==> config.mk <==
export PLATFORM = sky130hd
export DESIGN_NAME = instr_fetch_unit
export DESIGN_NICKNAME = d
export VERILOG_FILES = /design/src/rtl/proc_pkg.sv /design/src/rtl/pc_reg.sv /design/src/rtl/instr_fetch_unit.sv
export SDC_FILE = /design/constraint.sdc
export NUM_CORES = 1
export LEC_CHECK = 0
export CAP_MARGIN = 10
export CORE_ASPECT_RATIO = 0.8
export CORE_MARGIN = 4
export CORE_UTILIZATION = 40
export CTS_CLUSTER_SIZE = 30
export DETAILED_ROUTE_END_ITERATION = 6
export PLACE_DENSITY = 0.95
export SLEW_MARGIN = 10
export SYNTH_ARGS = -nofsm -noshare
export SYNTH_HDL_FRONTEND = slang
export SYNTH_SLANG_ARGS = --single-unit
==> constraint.sdc <==
create_clock -name clk -period 2.55 [get_ports clk]
set_clock_uncertainty 0.15 [all_clocks]
set_input_delay 0.51 -clock clk [delete_from_list [all_inputs] [get_ports clk]]
set_output_delay 0.51 -clock clk [all_outputs]
set_load 0.005 [all_outputs]
==> src/rtl/proc_pkg.sv <==
// Purpose : shared definitions for the fetch unit and control_unit (instruction
//           format, HALT opcode, fetch FSM states). Both sides import this package
//           so each field width, bit position and opcode constant exists once.
// Ports   : none (package).
package proc_pkg;

  // Instruction word format
  localparam int INSTR_W   = 32;
  localparam int OPCODE_W  = 5;
  localparam int REG_W     = 5;
  localparam int FUNCT_W   = 4;

  // IR field positions (LSB of each field). IR[11:4] is reserved.
  localparam int IR_OPC_LSB   = 27;
  localparam int IR_RD_LSB    = 22;
  localparam int IR_RS_LSB    = 17;
  localparam int IR_RT_LSB    = 12;
  localparam int IR_RSVD_LSB  = 4;
  localparam int IR_RSVD_W    = 8;
  localparam int IR_FUNCT_LSB = 0;

  // Opcodes shared with control_unit
  localparam logic [OPCODE_W-1:0] OPC_HALT = 5'b11111;

  // Decoded instruction fields as presented to the decoder
  typedef struct packed {
    logic [OPCODE_W-1:0] opcode;
    logic [REG_W-1:0]    rd;
    logic [REG_W-1:0]    rs;
    logic [REG_W-1:0]    rt;
    logic [FUNCT_W-1:0]  funct;
  } instr_fields_t;

  // Fetch FSM states
  typedef enum logic [1:0] {
    ST_IDLE   = 2'd0,
    ST_REQ    = 2'd1,
    ST_ISSUE  = 2'd2,
    ST_HALTED = 2'd3
  } fetch_state_t;

  function automatic logic is_halt(input logic [OPCODE_W-1:0] opc);
    return (opc == OPC_HALT);
  endfunction

endpackage

==> src/rtl/pc_reg.sv <==
// Purpose : wrapping program counter, +1 per enabled cycle, modulo 2^ADDR_W.
// Latency : new value visible the cycle after i_inc is sampled high.
// Backpr. : none; increments only when the owner asserts i_inc.
// Ports   : clk, reset (sync, active-high, loads RESET_PC), i_inc (increment
//           enable), o_pc (current count).
module pc_reg #(
  parameter int                ADDR_W   = 8,
  parameter logic [ADDR_W-1:0] RESET_PC = '0
) (
  input  logic              clk,
  input  logic              reset,
  input  logic              i_inc,
  output logic [ADDR_W-1:0] o_pc
);

  logic [ADDR_W-1:0] r_pc;

  // Natural overflow of the ADDR_W-bit add gives the wrap (all-ones -> 0).
  always_ff @(posedge clk) begin
    if (reset) begin
      r_pc <= RESET_PC;
    end else if (i_inc) begin
      r_pc <= r_pc + ADDR_W'(1);
    end
  end

  assign o_pc = r_pc;

endmodule

==> src/rtl/instr_fetch_unit.sv <==
// Purpose : fetch instruction words over req/ack, hold them in the IR and hand
//           the split fields to the decoder over valid/ready; stop on HALT.
// Latency : ack in cycle N -> instr_valid in N+1; ready in M -> next req in M+1
//           (peak one instruction per 2 cycles).
// Backpr. : IR and fields hold while instr_valid && !instr_ready; no new fetch
//           is issued until the current instruction is consumed.
// Ports   : clk, reset (sync, active-high), run (fetch enable level);
//           imem_req/imem_addr/imem_rdata/imem_ack (memory handshake);
//           instr_valid/instr_ready + opcode/rd/rs/rt/funct (decoder side);
//           pc (program counter), halted (HALT consumed, sticky until reset).
module instr_fetch_unit
  import proc_pkg::*;
#(
  parameter int          ADDR_W   = 8,
  parameter int unsigned RESET_PC = 0
) (
  input  logic                clk,
  input  logic                reset,
  input  logic                run,
  output logic                imem_req,
  output logic [ADDR_W-1:0]   imem_addr,
  input  logic [INSTR_W-1:0]  imem_rdata,
  input  logic                imem_ack,
  output logic                instr_valid,
  input  logic                instr_ready,
  output logic [OPCODE_W-1:0] opcode,
  output logic [REG_W-1:0]    rd,
  output logic [REG_W-1:0]    rs,
  output logic [REG_W-1:0]    rt,
  output logic [FUNCT_W-1:0]  funct,
  output logic [ADDR_W-1:0]   pc,
  output logic                halted
);

  localparam logic [ADDR_W-1:0] LP_RESET_PC = ADDR_W'(RESET_PC);

  fetch_state_t        r_state;
  fetch_state_t        w_state_nxt;
  logic [INSTR_W-1:0]  r_ir;
  instr_fields_t       w_fields;
  logic [ADDR_W-1:0]   w_pc;
  logic                w_ir_load;
  logic                w_pc_inc;
  logic                w_imem_req;
  logic                w_instr_valid;
  logic                w_halted;
  logic                w_unused_rsvd;

  // Handshake qualifiers: an ack is only meaningful while requesting, a ready
  // only while issuing; anything else is dropped on the floor.
  assign w_ir_load = (r_state == ST_REQ)   && imem_ack;
  assign w_pc_inc  = (r_state == ST_ISSUE) && instr_ready;

  // State register
  always_ff @(posedge clk) begin
    if (reset) begin
      r_state <= ST_IDLE;
    end else begin
      r_state <= w_state_nxt;
    end
  end

  // Next state and state-decoded outputs. Outputs depend on r_state only, so
  // there is no combinational path from any input to req/valid/halted.
  always_comb begin
    w_state_nxt   = r_state;
    w_imem_req    = 1'b0;
    w_instr_valid = 1'b0;
    w_halted      = 1'b0;
    case (r_state)
      ST_IDLE: begin
        if (run) begin
          w_state_nxt = ST_REQ;
        end
      end
      ST_REQ: begin
        w_imem_req = 1'b1;
        // Dropping run here does not cancel the outstanding fetch.
        if (imem_ack) begin
          w_state_nxt = ST_ISSUE;
        end
      end
      ST_ISSUE: begin
        w_instr_valid = 1'b1;
        if (instr_ready) begin
          if (is_halt(w_fields.opcode)) begin
            w_state_nxt = ST_HALTED;
          end else if (run) begin
            w_state_nxt = ST_REQ;
          end else begin
            w_state_nxt = ST_IDLE;
          end
        end
      end
      ST_HALTED: begin
        w_halted    = 1'b1;
        w_state_nxt = ST_HALTED;
      end
      default: begin
        w_state_nxt = ST_IDLE;
      end
    endcase
  end

  // Instruction register
  always_ff @(posedge clk) begin
    if (reset) begin
      r_ir <= '0;
    end else if (w_ir_load) begin
      r_ir <= imem_rdata;
    end
  end

  // Field split
  assign w_fields.opcode = r_ir[IR_OPC_LSB   +: OPCODE_W];
  assign w_fields.rd     = r_ir[IR_RD_LSB    +: REG_W];
  assign w_fields.rs     = r_ir[IR_RS_LSB    +: REG_W];
  assign w_fields.rt     = r_ir[IR_RT_LSB    +: REG_W];
  assign w_fields.funct  = r_ir[IR_FUNCT_LSB +: FUNCT_W];

  // Reserved IR bits are carried but have no consumer.
  assign w_unused_rsvd = ^r_ir[IR_RSVD_LSB +: IR_RSVD_W];

  // Program counter; advances exactly once per consumed instruction.
  pc_reg #(
    .ADDR_W   (ADDR_W),
    .RESET_PC (LP_RESET_PC)
  ) u_pc_reg (
    .clk   (clk),
    .reset (reset),
    .i_inc (w_pc_inc),
    .o_pc  (w_pc)
  );

  // The PC only changes on consumption, so it is the fetch address for the
  // whole REQ phase and can drive imem_addr directly.
  assign imem_addr   = w_pc;
  assign pc          = w_pc;
  assign imem_req    = w_imem_req;
  assign instr_valid = w_instr_valid;
  assign halted      = w_halted;
  assign opcode      = w_fields.opcode;
  assign rd          = w_fields.rd;
  assign rs          = w_fields.rs;
  assign rt          = w_fields.rt;
  assign funct       = w_fields.funct;

endmodule

---- Word-level counts from Yosys, hierarchy flattened ----
Cells that the tools add are included.
word-level totals
  register bits after elaboration ......... 42
  latch bits .............................. 0
  memory bits (writable) .................. 0
  memory bits (read-only) ................. 0
  input bits .............................. 37
  output and inout port bits .............. 43
  word-level logic and storage cells ...... 24
  memories ................................ 0
operators by class
  $add $sub $neg .......................... 1
  multiply operators ...................... 0
  div/mod/pow operators ................... 0
  order comparisons ....................... 0
  equal/unequal tests ..................... 7
  shift-type cells ........................ 0
  mux-type cells .......................... 9
  bitwise operators ....................... 0
  reduce and logical (&&, ||, !) cells .... 4
operators by type and width
  kind                                           number
  adder 8 x 1 -> 8 bit, second input constant    1
  2-to-1 mux 2 bit                               4
  case mux 2 bit (4 select lines)                1
  inequality test 2 bit, second input constant   3
  == test 5 bit, second input constant           1
  == test 2 bit, second input constant           2
  2-to-1 mux 1 bit                               4
  AND reduction 3 bit                            1
  == test 2 x 1 -> 1 bit, second input constant  1
  logical AND 1 bit                              2
  logical NOT 2 bit                              1

---- Depth between registers and ports, before layout ----
Gate-level depths: netlist of run 1.
  word-level depth ........................ 4
  gate-level depth with buffers ........... 6
  depth with buffers taken out ............ 4

---- Cells and area by module ----
Synthesis of run 1 repeated with hierarchy kept, for this count alone.
second synthesis, totals
  cells, all modules ...................... 167
  area, all modules ....................... 1497.7 µm²
by module, submodules not included
  module            instances  cells an instance  area an instance (µm²)  seq. area each (µm²)
  instr_fetch_unit  1          130                1158.6                  520.5
  pc_reg            1          37                 339.1                   160.2

---- Worst setup path before layout of run 1 ----
OpenSTA, ideal clock, no wires.
  kind .................................... input port to flip-flop
  from .................................... input port instr_ready
  to ...................................... register u_pc_reg.r_pc[5], in the netlist u_pc_reg.o_pc[5]
  library setup time ...................... 0.070 ns
  arrival ................................. 1.230 ns
  required time ........................... 2.330 ns
  slack ................................... 1.100 ns
  stages on the path ...................... 3
  buffers on the path ..................... 0
  path through ............................ nand3b_4 or4_1 a21oi_1
on the way
  word-level cells in the longest chain between the ends .. 1
ends and longest elaborated chain
  item                    RTL line                RTL
  start: declaration      instr_fetch_unit.sv:25  input logic instr_ready,
  logical AND 1 bit       instr_fetch_unit.sv:52  assign w_pc_inc = (r_state == ST_ISSUE) && instr_ready;
  end signal: assignment  pc_reg.sv:23            r_pc <= r_pc + ADDR_W'(1);
  end: declaration        pc_reg.sv:16            logic [ADDR_W-1:0] r_pc;
No other way between the ends.
A chain may end at the register's enable or synchronous reset.

---- Worst setup path in the final report of run 1 ----
  from .................................... register r_state[1]
  to ...................................... output port instr_valid
on the way
  word-level cells in the longest chain between the ends .. 2
ends and longest elaborated chain
  item                      RTL line                RTL
  start: declaration        instr_fetch_unit.sv:37  fetch_state_t r_state;
  start signal: assignment  instr_fetch_unit.sv:59  r_state <= w_state_nxt;
  == test 2 bit             instr_fetch_unit.sv:70  case (r_state)
  2-to-1 mux 1 bit          instr_fetch_unit.sv:70
  end: declaration          instr_fetch_unit.sv:24  output logic instr_valid,
No other way between the ends.

==> results of run 1 <==
sequential cells by signal, indices dropped and copies added, names as in the netlist:
| signal | count |
|---|---|
| u_pc_reg.o_pc | 8 |
| r_state | 2 |
| r_ir | 24 |
area by class of cell:
cell class / instances / area [um2] / share of cell area [%]
repair buffers: 75 / 741 / 34.7
flip-flops and latches: 34 / 681 / 31.9
multi-input cells: 115 / 584 / 27.4
clock buffers: 7 / 76.3 / 3.57
well taps: 40 / 50.0 / 2.34
inverters: 1 / 3.75 / 0.176
cell usage after synthesis:
master | count | area share, %
dfxtp_1 | 34 | 49
or2_0 | 1 | 0.45
a31oi_1 | 1 | 0.45
buf_2 | 4 | 1.5
or4_1 | 2 | 1.1
mux2i_1 | 1 | 0.73
buf_4 | 9 | 4.9
nand4_1 | 2 | 0.91
o31ai_1 | 2 | 1.1
and3b_1 | 1 | 0.64
nand3_1 | 1 | 0.36
a2111oi_0 | 1 | 0.64
and2_1 | 1 | 0.45
or3_1 | 3 | 1.4
nand4b_1 | 1 | 0.64
inv_1 | 1 | 0.27
nor2_1 | 3 | 0.82
xor2_1 | 2 | 1.3
a21oi_1 | 31 | 11
nand3b_1 | 1 | 0.54
nor2b_1 | 3 | 1.4
clkbuf_1 | 6 | 1.6
o21ai_0 | 3 | 1.1
a211oi_1 | 1 | 0.54
and3_1 | 1 | 0.45
nand3b_4 | 1 | 1.5
nand2_1 | 51 | 14
ha_1 | 1 | 0.91
through the flow:
step	cell area, um2	hold WS [ns]	instances	total power, W	setup slack, ns
finish	2140	0.303	272	0.00104	0.347
global route	2140	0.327	272	0.00109	0.239
CTS	2140	0.306	272	0.00104	0.346
detailed placement	2060	0.298	265	0.000687	0.437
global placement	2060	0.291	265	0.000684	0.462
floorplan	1380	0.303	169	0.000606	1.10
per-layer routing:
layer  wire [um]  vias to the layer above
li1            -                      685
met1        1450                      621
met2        1720                       56
met3         370                        8
met4          63                        0
met5           0                        -
critical path, delay by kind of cell, from the launching register on:
kind          cells  cell delay (ns)
buf+inv           1             0.54
flops             1             0.50
simple gates      1             0.22
cell families after synthesis:
group	Yosys count
compound gates	39
flops	34
xor+xnor	2
mux	1
fa+ha+maj	1
buf+inv	20
simple gates	72
power by group through the flow:
stage | sequential, W | clock, W | combinational, W
after global placement | 0.000566 | 0 | 0.000118
after detailed placement | 0.000567 | 0 | 0.000120
after CTS | 0.000556 | 0.000364 | 0.000121
final | 0.000556 | 0.000360 | 0.000120
after global routing | 0.000557 | 0.000398 | 0.000130
after floorplan | 0.000564 | 0 | 0.0000417
how the worst max path moves through the flow:
stage	cells past startpoint	slack (ns)	to
finish	2	0.35	instr_valid
global route	2	0.24	instr_valid
CTS	2	0.35	instr_valid
detailed placement	4	0.44	u_pc_reg.o_pc[4]$_SDFFE_PP0P_
global placement	4	0.46	u_pc_reg.o_pc[5]$_SDFFE_PP0P_
floorplan	3	1.10	u_pc_reg.o_pc[5]$_SDFFE_PP0P_
==> impl_results.md, run 1 <==
- Clock Tree Buf Depth: 2
- Core Region: 3200 um2
- Layout Utilization: 66.8%
- Largest family of logic cells by synthesized area: simple AND/OR/NAND/NOR gates
- Req. time, crit path: 1.89 ns
- Hold_buf cts: 0
- Setup TNS: 0 ns
- DRT iter0 DRCs: 112
- Postcts setup bufs: 0
- Post-synthesis cell type count: 28
- Synth Area in Simple Gates: 24.4%
- Slew @ Worst Pin: 0.330 ns
- Post-Synth Adder-Cell Area: 0.907%
- Crit path cell chain: nor2b_1 -> clkdlybuf4s50_1
- Maximum VDD drop: 329 uV
- First-pass GRT wire length: 5.77 mm
- Root Driver: clkbuf_8
- Vias: 1370
- Power density over the cells: 485 nW/um2
- Sequential power share: 53.6%
- Initial antenna violation count: 0
- Post-Synthesis Cells: 169
- DIE HEIGHT: 60.5 um
- Switching share of power: 21.9%
- Max-cap violation count: 0
- XOR/XNOR Fraction of Synth Area: 1.27%
- Fmax: 0.454 GHz
- # IOs: 80
- Combinational power share: 11.6%
- Post-Syn Area per Cell: 8.16 um2
- Syn nets: 207
- Synth Cell Area: 1380 um2
- FF+latch count, synth: 34
- Hold path endpoint: r_ir[21]$_SDFFE_PP0P_
- Gpl congestion: 0.706
- CTS sink cnt: 34
- Reg-to-Reg Start: u_pc_reg.o_pc[0]$_SDFFE_PP0P_
- R2R cell count: 4
- Die area: 4460 um2
- CTS tree: done
- Drt wl/cell: 13.2 um
- Syn. warnings: 0
- Num CTS Buffers: 5
- Layout cell share with drive strength beyond 1: 4.31%
- Crit-path max cell delay: 0.54 ns
- Worst hold stages: 2
- Unrepaired setup endpoints after global routing: false
- Crit-path max FO: 9
- Vias in the first global route: 1331
- GR Util All Layers: 16.9%
- R2R Setup Slk: 0.99 ns
- Setup Viol. Count Final: 0
- Startpoint Class: register
- Commonest non-fill, non-tap cell in the layout: clkdlybuf4s50_1
- H-tree levels: 2
- Final worst path period need: 2.20 ns
- Final period util: 86.4%
- Met1 Track Usage GR: 18.1%
- Fin. max-slew vios: 0
- Post-DP HPWL: 2.60 mm
- 1st-pass router iterations: 4
- Net Switching: 0.000227 W
- Drt via density: 5.04
- Nets: 270
- Leak pwr: 0.752 nW
- Sequential area share after synthesis: 49.4%
- CP endpoint kind: primary output
- Min-delay worst type: reg -> reg
- Status: finished clean
- Clk pin slew, worst setup/hold paths: 0.06 ns
- PostCTS Resize Cnt: 0
- GR Util met2: 28.9%
- Ant diodes: 0
- Slew headroom: 77.4%
- Area grow syn2layout: 54.9%
- PortBufs: 71
- Clock Latency Late Sink: 0.28 ns
- Int Power: 0.000809 W
- Commonest cells after routing, fill and taps aside: 71 x clkdlybuf4s50_1, 51 x nand2_1, 34 x dfxtp_1
- Synth Area in Compound Gates: 15.1%
- Clock network fraction of total power: 34.8%
- Fillers: 265
- Slowest-stage cell, CP: clkdlybuf4s50_1
- Die Width: 73.6 um
- CP arrival: 1.54 ns
- Met3 usage: 7.78%
- Hold wc startpoint: r_ir[21]$_SDFFE_PP0P_
- Std-Cell Rows: 18
- Detail Route Antenna Nets: 0
- Reg2reg end: u_pc_reg.o_pc[6]$_SDFFE_PP0P_
- Grt peak-use layer: met2
- Pin count of the biggest net entering global routing: 22
- Count of final hold-check violations: 0
- Initial Util: 43.1%
- Worst Setup Path Type: reg -> out
- Total wire length: 3.60 mm
- Crit path launch: r_state[1]$_SDFFE_PP0P_
- Grt ovf: 0
- Post-synthesis mux area share: 0.726%
- # DRC: 0
(Power assumes the default switching activity.)
==> run 2: changes to the inputs <==
--- a/config.mk
+++ b/config.mk
@@ -12,6 +12,7 @@
 export CTS_CLUSTER_SIZE = 30
 export DETAILED_ROUTE_END_ITERATION = 6
 export PLACE_DENSITY = 0.95
+export SETUP_SLACK_MARGIN = 0.05
 export SLEW_MARGIN = 10
 export SYNTH_ARGS = -nofsm -noshare
 export SYNTH_HDL_FRONTEND = slang
==> results of run 2 <==
Final layout, timing and power as in run 1 (identical DEF).
==> run 3: changes to the inputs <==
--- a/config.mk
+++ b/config.mk
@@ -6,12 +6,12 @@
 export NUM_CORES = 1
 export LEC_CHECK = 0
 export CAP_MARGIN = 10
-export CORE_ASPECT_RATIO = 0.8
 export CORE_MARGIN = 4
 export CORE_UTILIZATION = 40
 export CTS_CLUSTER_SIZE = 30
 export DETAILED_ROUTE_END_ITERATION = 6
 export PLACE_DENSITY = 0.95
+export RECOVER_POWER = 100
 export SETUP_SLACK_MARGIN = 0.05
 export SLEW_MARGIN = 10
 export SYNTH_ARGS = -nofsm -noshare
==> run 3 against run 2 <==
Against the previous run: power decreased by 9.9%; fmax shrank 3.5%; worst hold slack better by 0.0025 ns; final area is 1.3% lower; wire length shrank 5.2%; largest power group unchanged; non-clock buffer count did not move; via count is 0.36% lower; sequential power is essentially flat; first-iteration DRC count is 37% lower; critical path depth is the same.
==> impl_results.md, run 3 (same netlist as run 1, synthesis figures left out) <==
- Largest register FFs: 24
- Postcts setup bufs: 0
- Hold_buf cts: 0
- Post-DP HPWL: 2.58 mm
- Std-Cell Rows: 21
- Power density over the cells: 443 nW/um2
- DIE HEIGHT: 66.7 um
- Commonest cells after routing, fill and taps aside: 51 x nand2_1, 43 x dlygate4sd3_1, 34 x dfxtp_1
- Pin count of the biggest net entering global routing: 35
- Crit-path max cell delay: 0.58 ns
- Clock network fraction of total power: 28.5%
- Net Switching: 0.000215 W
- Clock Latency Late Sink: 0.32 ns
- Slowest-stage cell, CP: dlygate4sd3_1
- Initial antenna violation count: 0
- Worst hold stages: 2
- Max-cap violation count: 0
- Crit path cell chain: nor2b_1 -> dlygate4sd3_1
- Setup Viol. Count Final: 0
- CP arrival: 1.62 ns
- Clock Tree Buf Depth: 2
- Vias: 1365
- Minimum hold slack: 0.306 ns
- # DRC: 0
- R2R cell count: 3
- Initial Util: 41.3%
- Slew @ Worst Pin: 1.45 ns
- Final worst path period need: 2.28 ns
- Detail Route Antenna Nets: 0
- CP endpoint kind: primary output
- Total wire length: 3.41 mm
- Gpl congestion: 0.664
- Fin. max-slew vios: 0
- Combinational power share: 12.1%
- Commonest non-fill, non-tap cell in the layout: nand2_1
- Crit-path max FO: 9
- # IOs: 80
- PortBufs: 71
- Ant diodes: 0
- Int Power: 0.000718 W
- Maximum VDD drop: 381 uV
- Core Region: 3340 um2
- Drt wl/cell: 12.3 um
- Startpoint Class: register
- Status: finished clean
- Nets: 270
- Reg-to-Reg Start: r_state[1]$_SDFFE_PP0P_
- Layout cell share with drive strength beyond 1: 3.88%
- Die area: 4450 um2
- Count of final hold-check violations: 0
- Num CTS Buffers: 5
- Biggest register: r_ir
- Req. time, crit path: 1.89 ns
- Leak pwr: 0.878 nW
- Area grow syn2layout: 52.9%
- Switching share of power: 23.0%
- Reg2reg end: u_pc_reg.o_pc[5]$_SDFFE_PP0P_
- 1st-pass router iterations: 4
- Drt via density: 4.91
- GR Util All Layers: 16.5%
- CTS tree: done
- Final period util: 89.5%
- First-pass GRT wire length: 5.64 mm
- Unrepaired setup endpoints after global routing: false
- Layout Utilization: 63.2%
- Min-delay worst type: reg -> reg
- Die Width: 66.7 um
- PostCTS Resize Cnt: 0
- Root Driver: clkbuf_4
- Worst Setup Path Type: reg -> out
- Vias in the first global route: 1358
- Fillers: 292
- CTS sink cnt: 34
- H-tree levels: 2
- Clk pin slew, worst setup/hold paths: 0.09 ns
- Sequential power share: 59.4%
- Hold path endpoint: r_ir[1]$_SDFFE_PP0P_
- Hold wc startpoint: r_ir[1]$_SDFFE_PP0P_
- DRT iter0 DRCs: 71
- Fmax: 0.438 GHz
- Slew headroom: 3.27%
- Setup TNS: 0 ns
- Grt ovf: 0
- R2R Setup Slk: 0.92 ns
## run 3: cell count changes in the layout (fill, tap and decap cells not counted), sizes merged
| cell | delta |
|---|---|
| clkdlybuf4s50 | -43 |
| dlygate4sd3 | +43 |
| buf | -1 |
| clkbuf | +1 |
## run 3: layer usage
metal	GRT usage, %	wire [um]	part of all wire [%]
met1	15.3	1280	38
met5	0	0	0
met3	8.77	354	10
met4	3.81	13	0.38
met2	31.4	1760	52
## run 3: worst max-delay path by stage
stage	startpoint	endpoint	slack (ns)	depth (start not counted)
floorplan	instr_ready	u_pc_reg.o_pc[5]$_SDFFE_PP0P_	1.10	3
CTS	r_state[1]$_SDFFE_PP0P_	instr_valid	0.31	2
finish	r_state[1]$_SDFFE_PP0P_	instr_valid	0.27	2
global route	reset	r_state[0]$_SDFFE_PP0P_	0.14	3
detailed placement	instr_ready	u_pc_reg.o_pc[5]$_SDFFE_PP0P_	0.39	4
global placement	instr_ready	u_pc_reg.o_pc[5]$_SDFFE_PP0P_	0.46	4
## run 3: cell type report
type / count / area [um2] / area share (%)
timing repair buffer: 75 / 737 / 35.0
clock buffer: 7 / 45.0 / 2.14
tap: 46 / 57.6 / 2.73
sequential: 34 / 681 / 32.3
inverter: 1 / 3.75 / 0.178
multi-input combinational: 115 / 584 / 27.7
## run 3: power groups by stage
stage | Combinational, W | Sequential [W] | Clock (W)
floorplan | 0.0000417 | 0.000564 | 0
global placement | 0.000118 | 0.000566 | 0
detailed placement | 0.000120 | 0.000567 | 0
CTS | 0.000120 | 0.000555 | 0.000280
global route | 0.000124 | 0.000556 | 0.000299
finish | 0.000113 | 0.000554 | 0.000266
## run 3: metrics by stage
step | power (W) | setup WS (ns) | instance area [um2] | std cells
5_1_grt | 0.000980 | 0.142 | 2110 | 278
2_1_floorplan | 0.000606 | 1.10 | 1380 | 169
4_1_cts | 0.000955 | 0.311 | 2110 | 278
3_3_place_gp | 0.000684 | 0.456 | 2070 | 271
3_5_place_dp | 0.000687 | 0.391 | 2070 | 271
6_report | 0.000933 | 0.268 | 2110 | 278
## run 3: critical path: cells and delay by family, from the launching register on
kind	cells	cell delay [ns]
flops	1	0.52
buf+inv	1	0.58
simple gates	1	0.20
==> variant: new RTL, config.mk and constraints of run 3 <==
Reset style: asynchronous (`reset`), changed in 3 clocked blocks. Comments in the files are not updated.
--- a/src/rtl/pc_reg.sv
+++ b/src/rtl/pc_reg.sv
@@ -16,7 +16,7 @@
   logic [ADDR_W-1:0] r_pc;
 
   // Natural overflow of the ADDR_W-bit add gives the wrap (all-ones -> 0).
-  always_ff @(posedge clk) begin
+  always_ff @(posedge clk or posedge reset) begin
     if (reset) begin
       r_pc <= RESET_PC;
     end else if (i_inc) begin
--- a/src/rtl/instr_fetch_unit.sv
+++ b/src/rtl/instr_fetch_unit.sv
@@ -52,7 +52,7 @@
   assign w_pc_inc  = (r_state == ST_ISSUE) && instr_ready;
 
   // State register
-  always_ff @(posedge clk) begin
+  always_ff @(posedge clk or posedge reset) begin
     if (reset) begin
       r_state <= ST_IDLE;
     end else begin
@@ -103,7 +103,7 @@
   end
 
   // Instruction register
-  always_ff @(posedge clk) begin
+  always_ff @(posedge clk or posedge reset) begin
     if (reset) begin
       r_ir <= '0;
     end else if (w_ir_load) begin
Formal check against the unedited RTL: differs if reset is asserted again (counterexample within 4 cycles, from zero or initial values and one cycle with reset high); with reset held inactive, the same outputs for 10 cycles.
==> variant against run 3 <==
Setup slack improved by 23 ps. Maximum frequency increased by 1.0%. Die area rose by 13%. Cell area rose by 7.2%. Sequential cell count unchanged. Area after synthesis up 15%. Synthesized cell count shrank 37%. Routed wire length shrank 8.5%. Via count decreased by 24%. Sequential share of layout area is 5.4 points higher. Global-route usage shrank 3.2 points. Highest routed layer unchanged.
Power is not compared: it rests on default switching activity, and its combinational part moved more than twofold at a synthesized area within 25%.
==> variant: results <==
export IMPL_async_flop_share=1.00
export IMPL_synthAdderAreaFrac=0.00787
export IMPL_wl_per_cell_um=13.9
export IMPL_vias_per_cell=4.63
export IMPL_nets=213
export IMPL_wl_met2_um=1510
export IMPL_final_fill_count=324
export IMPL_drive_above_1_share=0.114
export IMPL_synth_distinct_cells=27
export IMPL_worstSkewPairLatency_ps=280
export IMPL_hpwlAfterDp_um=2350
export IMPL_ctsRootBufferMaster="clkbuf_8"
export IMPL_grt_pass1_vias=1114
export IMPL_synthTopCellsByArea="dfrtp_1, mux2_4, buf_4"
export IMPL_gp_congestion=0.729
export IMPL_first_iter_violations=20
export IMPL_yosysWarnings=0
export IMPL_dp_slack_ps=481
export IMPL_status="finished, final reports clean"
export IMPL_seq_area_frac_synth=0.535
export IMPL_wl_met1_um=1290
export IMPL_grt_util_all_layers=0.133
export IMPL_path_clk_slew_ps=70
export IMPL_muxShareOfSynthArea=0.224
export IMPL_synth_nets=145
export IMPL_synthTopCellsByCount="dfrtp_1, mux2_4, buf_4"
export IMPL_synth_xor_area_share=0.0386
export IMPL_cts_resized=0
export IMPL_cts_setup_buffers=0
export IMPL_synth_compound_area_frac=0.0157
export IMPL_top_register="r_ir"
export IMPL_route_met3_wl_um=306
export IMPL_path_max_fanout=10
export IMPL_antenna_cells=0
export IMPL_grt_pass1_wl_um=5260
export IMPL_cp_arrival_ps=1600
export IMPL_dr_pass1_iters=2
export IMPL_worstMarginPinSlew_ps=809
export IMPL_port_buffers=71
[variant: per-layer routing]
metal | global-route usage | vias up
li1 | - | 492
met1 | 0.156 | 488
met2 | 0.222 | 53
met3 | 0.0568 | 3
met4 | 0.0376 | 0
met5 | 0 | -
[variant: cells by family after synthesis]
| group | count (synthesis) |
|---|---|
| adders and majority gates | 1 |
| buffers and inverters | 16 |
| AOI/OAI and AO/OA | 4 |
| xor gates and xnor gates | 7 |
| and+or+nand+nor | 20 |
| muxes | 25 |
| DFF | 34 |
[variant: report_power, final]
group	internal [W]	switching (W)
combinational	0.000635	0.000319
sequential	0.000787	0.000182
clock	0.000290	0.000196
[variant: final cells by class]
| type | count | area (um2) | share of cell area |
|---|---|---|---|
| flip-flops and latches | 34 | 851 | 0.377 |
| repair buffers | 72 | 716 | 0.317 |
| multi-input cells | 57 | 500 | 0.221 |
| clock buffers | 5 | 68.8 | 0.0305 |
| well taps | 48 | 60.1 | 0.0266 |
| clock inverters | 3 | 45.0 | 0.0199 |
| inverters | 5 | 18.8 | 0.00831 |
[variant: worst paths after layout]
kind                                               from                      endpoint  depth (start not counted)  slack (ps)
setup reg to reg                 r_state[0]$_DFFE_PP0P_          r_ir[25]$_DFFE_PP0P_                          3         670
hold / removal             u_pc_reg.o_pc[7]$_DFFE_PP0P_  u_pc_reg.o_pc[7]$_DFFE_PP0P_                          1         330
min in group asynchronous                         reset           r_ir[3]$_DFFE_PP0P_                          3         750
max in group asynchronous                         reset  u_pc_reg.o_pc[4]$_DFFE_PP0P_                          3         990
hold reg to reg            u_pc_reg.o_pc[7]$_DFFE_PP0P_  u_pc_reg.o_pc[7]$_DFFE_PP0P_                          1         330
setup / recovery                 r_state[0]$_DFFE_PP0P_                   instr_valid                          2         290
[variant: through the flow]
step	instance area (um2)	instances	utilization
detailed placement	2260	216	0.603
global route	2260	224	0.604
finish	2260	224	0.604
floorplan	1590	107	-
global placement	2260	216	0.603
CTS	2370	224	0.633
[variant: worst max-delay path, stage by stage, from the launching register on]
cell and delay (ps):
dfrtp_1 490, and2b_2 260, dlygate4sd3_1 570
